[config.mk]
export PLATFORM = sky130hd
export DESIGN_NAME = serial_adder
export DESIGN_NICKNAME = d
export VERILOG_FILES = /design/src/rtl/serial_adder_pkg.sv /design/src/rtl/serial_adder_fa_cell.sv /design/src/rtl/serial_adder.sv
export SDC_FILE = /design/constraint.sdc
export NUM_CORES = 1
export LEC_CHECK = 0
export ABC_CLOCK_PERIOD_IN_PS = 3900
export CAP_MARGIN = 30
export CORE_MARGIN = 1
export CORE_UTILIZATION = 44
export DETAILED_ROUTE_END_ITERATION = 8
export PLACE_DENSITY = 0.68
export SETUP_SLACK_MARGIN = 0.4
export SLEW_MARGIN = 20
export SYNTH_ARGS = -nofsm -noshare
export SYNTH_HDL_FRONTEND = slang
export SYNTH_SLANG_ARGS = --single-unit
[constraint.sdc]
create_clock -name clk -period 3.9 [get_ports clk]
set_clock_uncertainty 0.05 [all_clocks]
set_input_delay 0.585 -clock clk [delete_from_list [all_inputs] [get_ports clk]]
set_output_delay 0.585 -clock clk [all_outputs]
set_load 0.02 [all_outputs]
[src/rtl/serial_adder_pkg.sv]
// serial_adder_pkg: state encoding and counter sizing shared by the bit-serial adder.
package serial_adder_pkg;
  typedef enum logic [1:0] {IDLE = 2'd0, RUN = 2'd1, DONE = 2'd2} state_t;
  function automatic int cnt_w(input int w);
    return (w < 2) ? 1 : $clog2(w);
  endfunction
endpackage

[src/rtl/serial_adder_fa_cell.sv]
// fa_cell: combinational one-bit full adder used by the serial datapath.
module fa_cell (
  input  logic x,
  input  logic y,
  input  logic z,
  output logic s,
  output logic c
);
  assign s = x ^ y ^ z;
  assign c = (x & y) | (z & (x ^ y));
endmodule

[src/rtl/serial_adder.sv]
// serial_adder: LSB-first bit-serial adder with start/busy/done handshake and signed overflow.
// Define SERIAL_ADDER_SUB_EN to add the sub port (a-b via inverted b and forced carry-in).
module serial_adder
  import serial_adder_pkg::*;
#(
  parameter int WIDTH = 8
) (
  input  logic             clk,
  input  logic             rst,
  input  logic             start,
  input  logic [WIDTH-1:0] a,
  input  logic [WIDTH-1:0] b,
  input  logic             cin,
`ifdef SERIAL_ADDER_SUB_EN
  input  logic             sub,
`endif
  output logic             busy,
  output logic             done,
  output logic [WIDTH-1:0] sum,
  output logic             cout,
  output logic             ovf
);
  localparam int CW = cnt_w(WIDTH);
  localparam logic [CW-1:0] LAST = CW'(WIDTH - 1);
  localparam logic [CW-1:0] PRE = CW'(WIDTH - 2);
  state_t state_q, state_d;
  logic [WIDTH-1:0] opa_q, opa_d, opb_q, opb_d, acc_q, acc_d, sum_q, sum_d;
  logic [CW-1:0] cnt_q, cnt_d;
  logic carry_q, carry_d, cmsb_q, cmsb_d, cout_q, cout_d, ovf_q, ovf_d;
  logic fs, fc;
  fa_cell u_fa (.x(opa_q[0]), .y(opb_q[0]), .z(carry_q), .s(fs), .c(fc));
  always_comb begin
    state_d = state_q;
    opa_d   = opa_q;
    opb_d   = opb_q;
    acc_d   = acc_q;
    carry_d = carry_q;
    cmsb_d  = cmsb_q;
    cnt_d   = cnt_q;
    sum_d   = sum_q;
    cout_d  = cout_q;
    ovf_d   = ovf_q;
    if (state_q == RUN) begin
      opa_d   = opa_q >> 1;
      opb_d   = opb_q >> 1;
      acc_d   = {fs, acc_q[WIDTH-1:1]};
      carry_d = fc;
      cnt_d   = cnt_q + 1'b1;
      if (cnt_q == PRE) cmsb_d = fc;
      if (cnt_q == LAST) begin
        state_d = DONE;
        sum_d   = acc_d;
        cout_d  = fc;
        ovf_d   = cmsb_q ^ fc;
      end
    end else if (start) begin
      state_d = RUN;
      opa_d   = a;
      cnt_d   = '0;
`ifdef SERIAL_ADDER_SUB_EN
      opb_d   = sub ? ~b : b;
      carry_d = sub | cin;
`else
      opb_d   = b;
      carry_d = cin;
`endif
    end else begin
      state_d = IDLE;
    end
  end
  always_ff @(posedge clk or posedge rst) begin
    if (rst) begin
      state_q <= IDLE;
      opa_q   <= '0;
      opb_q   <= '0;
      acc_q   <= '0;
      sum_q   <= '0;
      cnt_q   <= '0;
      carry_q <= 1'b0;
      cmsb_q  <= 1'b0;
      cout_q  <= 1'b0;
      ovf_q   <= 1'b0;
    end else begin
      state_q <= state_d;
      opa_q   <= opa_d;
      opb_q   <= opb_d;
      acc_q   <= acc_d;
      sum_q   <= sum_d;
      cnt_q   <= cnt_d;
      carry_q <= carry_d;
      cmsb_q  <= cmsb_d;
      cout_q  <= cout_d;
      ovf_q   <= ovf_d;
    end
  end
  assign busy = (state_q == RUN);
  assign done = (state_q == DONE);
  assign sum  = sum_q;
  assign cout = cout_q;
  assign ovf  = ovf_q;
endmodule
==> results by group <==
Worst setup path
  • Endpoint required time on the critical path: 3260 ps
  • Worst setup EP type: output pin
  • Element type at the critical path start: flop
  • Peak fanout along the critical path: 9
  • Type of the worst setup path: flop to output pin
  • CP Data Arrival Time: 1680 ps

Power and ir drop
  • P_sw: 0.544 mW
  • Largest voltage drop on the vdd net: 0.000426 V
  • Internal power summed over all cells: 1.40 mW
  • Switching share of power: 0.280
  • LEAKAGE: 1.16 nW
  • Cell Pwr Density: 801 nW/µm²
  • Register share of total power: 0.368
  • Clock Power Share: 0.238
  • Combinational group share of total power: 0.394

Detailed routing
  • Iteration count of the initial detailed-routing pass: 3
  • Drt first-iter violations: 17
  • Wirelength, routed: 3110 µm
  • Routed via count: 1027
  • Post-route DRC: 0
  • Antenna Violating Nets Remaining: 0
  • Average vias per placed instance: 5.03
  • Average detailed-routed wire length per instance: 15.2 µm

Placement
  • Routability cong.: 0.694
  • Placed wire-length estimate after detailed placement: 2070 µm
  • I/O Buffers: 31
  • Place WS: 1370 ps

Layout
  • Fraction of the core area covered by cells at the end of the flow: 0.593
  • Antenna diode instance count: 0
  • Nets@finish: 177
  • Fraction of layout cells with a size suffix above 1: 0.396
  • Synth-to-Final Area Change: 26.6%

Floorplanning
  • Floorplan Core Area: 4090 µm²
  • Y dimension of the die: 67.9 µm
  • Overall die width: 67.9 µm
  • Die area: 4620 µm²
  • Starting density of the core: 0.468
  • Placement row count: 23
  • I/O pin count: 32

STA
  • Post-layout minimum cycle time: 2310 ps
  • FMAX: 432 MHz
  • Sum of negative setup slack: 0 ps
  • Final WS setup: 1590 ps
  • Setup Viol. Count Final: 0
  • Period Utilization, post-route: 0.593
  • Final Max Slew Viols: 0
  • Worst slew margin relative to its limit: 0.516
  • Endpoints failing hold: 0
  • RSZ-0062 raised after global routing: no
  • Slew at the pin closest to its max-slew limit: 723 ps

Synth
  • Count of flip-flops with a built-in enable after synthesis: 0
  • Commonest register cell after synthesis: dfrtp_1
  • Yosys synthesis warning count: 0
  • Gate Count Post-Synth: 117
  • Synth async-reset ratio: 1.00
  • Part of the Yosys area used for sequential elements: 0.523
  • Area of the mapped netlist: 1910 µm²
  • Post-synthesis register bit count: 40
  • Post-Syn Nets: 141
  • Average cell area after synthesis: 16.4 µm²
  • Number of distinct library cells after synthesis: 17

Clock network
  • H-tree level count: 2
  • Worst skew pair latency: 290 ps
  • Reg clk slew, reported paths: 80 ps
  • Number of buffers inserted for hold repair after clock tree synthesis: 0
  • Num Clock Sinks: 40
  • Root Driver: clkbuf_8
  • Post-CTS setup-driven buffer insertion count: 0
  • Resized cells post-CTS: 0
  • Clock tree from TritonCTS: done
  • Clk buf depth: 2
  • TritonCTS buffer count: 5

GRT
  • Total routing usage reported by global routing: 0.155
  • Remaining global-route overflow: 0
  • First-pass GRT wire length: 5130 µm
  • Maximum number of pins on one net before global-route repair: 41
  • Vias in the first global route: 1117
  • Number of antenna violations at the first check in global routing: 0

Min path
  • Hold Path Class: flop to flop

Outcome
  • Outcome: complete, no violations

Flow run
  • Max_cap viols: 0
-- state kept, by name (all words and copies together), names as in the netlist --
name / cells
opb_q: 8
carry_q: 1
opa_q: 8
state_q: 2
cmsb_q: 1
sum: 8
cout: 1
cnt_q: 3
acc_q: 7
ovf: 1
-- routing by layer --
layer	GRT usage	vias to the layer above	wire length, µm
met1	0.205	523	1450
met2	0.235	20	1480
met4	0.0625	0	46
met3	0.0500	6	125
met5	0	-	0
li1	-	478	-
-- synthesized netlist by cell type, types with 2 or more instances --
| library cell | n | area [µm²] |
|---|---|---|
| mux2_4 | 33 | 495 |
| ha_1 | 3 | 37.5 |
| buf_6 | 4 | 45.0 |
| inv_1 | 3 | 11.3 |
| nor2b_1 | 2 | 12.5 |
| nor2_1 | 2 | 7.51 |
| mux2i_1 | 4 | 40.0 |
| mux2_2 | 16 | 180 |
| nand2b_1 | 3 | 18.8 |
| dfrtp_1 | 40 | 1000 |
-- layout by cell type (no fill, tap or decap), drive strengths merged --
cell / n
mux2: 49
dfrtp: 40
clkdlybuf4s50: 31
clkbuf: 5
mux2i: 4
inv: 4
nand2b: 3
ha: 3
bufinv: 3
buf: 3
nor2b: 2
nor2: 2
xor2: 1
nand3b: 1
nand4b: 1
o21a: 1
fa: 1
-- through the flow --
| stage | cells | power, mW | area (µm²) | hold slack, ps |
|---|---|---|---|---|
| final | 204 | 1.94 | 2420 | 463 |
| after global routing | 204 | 2.06 | 2420 | 488 |
| after CTS | 204 | 1.97 | 2420 | 468 |
| after detailed placement | 196 | 1.49 | 2260 | 444 |
| after global placement | 195 | 1.47 | 2250 | 438 |
| after floorplan | 117 | 1.28 | 1910 | 424 |
-- power groups by stage --
stage | Combinational, mW | Sequential (mW) | Clock (mW)
floorplan | 0.531 | 0.750 | 0
global placement | 0.758 | 0.710 | 0
detailed placement | 0.771 | 0.722 | 0
CTS | 0.776 | 0.718 | 0.480
global route | 0.827 | 0.738 | 0.494
finish | 0.764 | 0.715 | 0.462
-- worst max-delay path: stages, from the launching register on --
cell and delay [ps]:
dfrtp_1 400, nand2b_1 180, inv_2 170, clkdlybuf4s50_1 640
-- worst paths after layout --
kind,startpoint,endpoint,slack [ps],cells after the start
worst max-delay path,state_q[1]$_DFFE_PP0P_,busy,1590,3
worst min-delay path,opa_q[1]$_DFFE_PP0P_,opa_q[0]$_DFFE_PP0P_,460,1
worst max register to register,cnt_q[0]$_DFFE_PP0P_,sum[5]$_DFFE_PP0P_,1990,4
worst min register to register,opa_q[1]$_DFFE_PP0P_,opa_q[0]$_DFFE_PP0P_,460,1
max in group asynchronous,rst,opa_q[4]$_DFFE_PP0P_,2770,3
min in group asynchronous,rst,opb_q[5]$_DFFE_PP0P_,680,3
-- kinds of logic (layout without fill, tap and decap cells) --
logic type,count (synthesis),after routing,share of synthesized area
compound gates,1,1,0.00393
xor+xnor,1,1,0.00458
fa+ha+maj,4,4,0.0301
buf+inv,9,46,0.0353
flops,40,40,0.523
mux,53,53,0.374
simple gates,9,9,0.0288
-- layout make-up --
class	instances	area, µm²
clock buffers	5	68.8
clock inverters	3	90.1
fillers	331	1660
inverters	4	15.0
multi-input cells	68	845
flip-flops and latches	40	1000
well taps	50	62.6
repair buffers	34	340
Power figures use the tool's default switching activity.
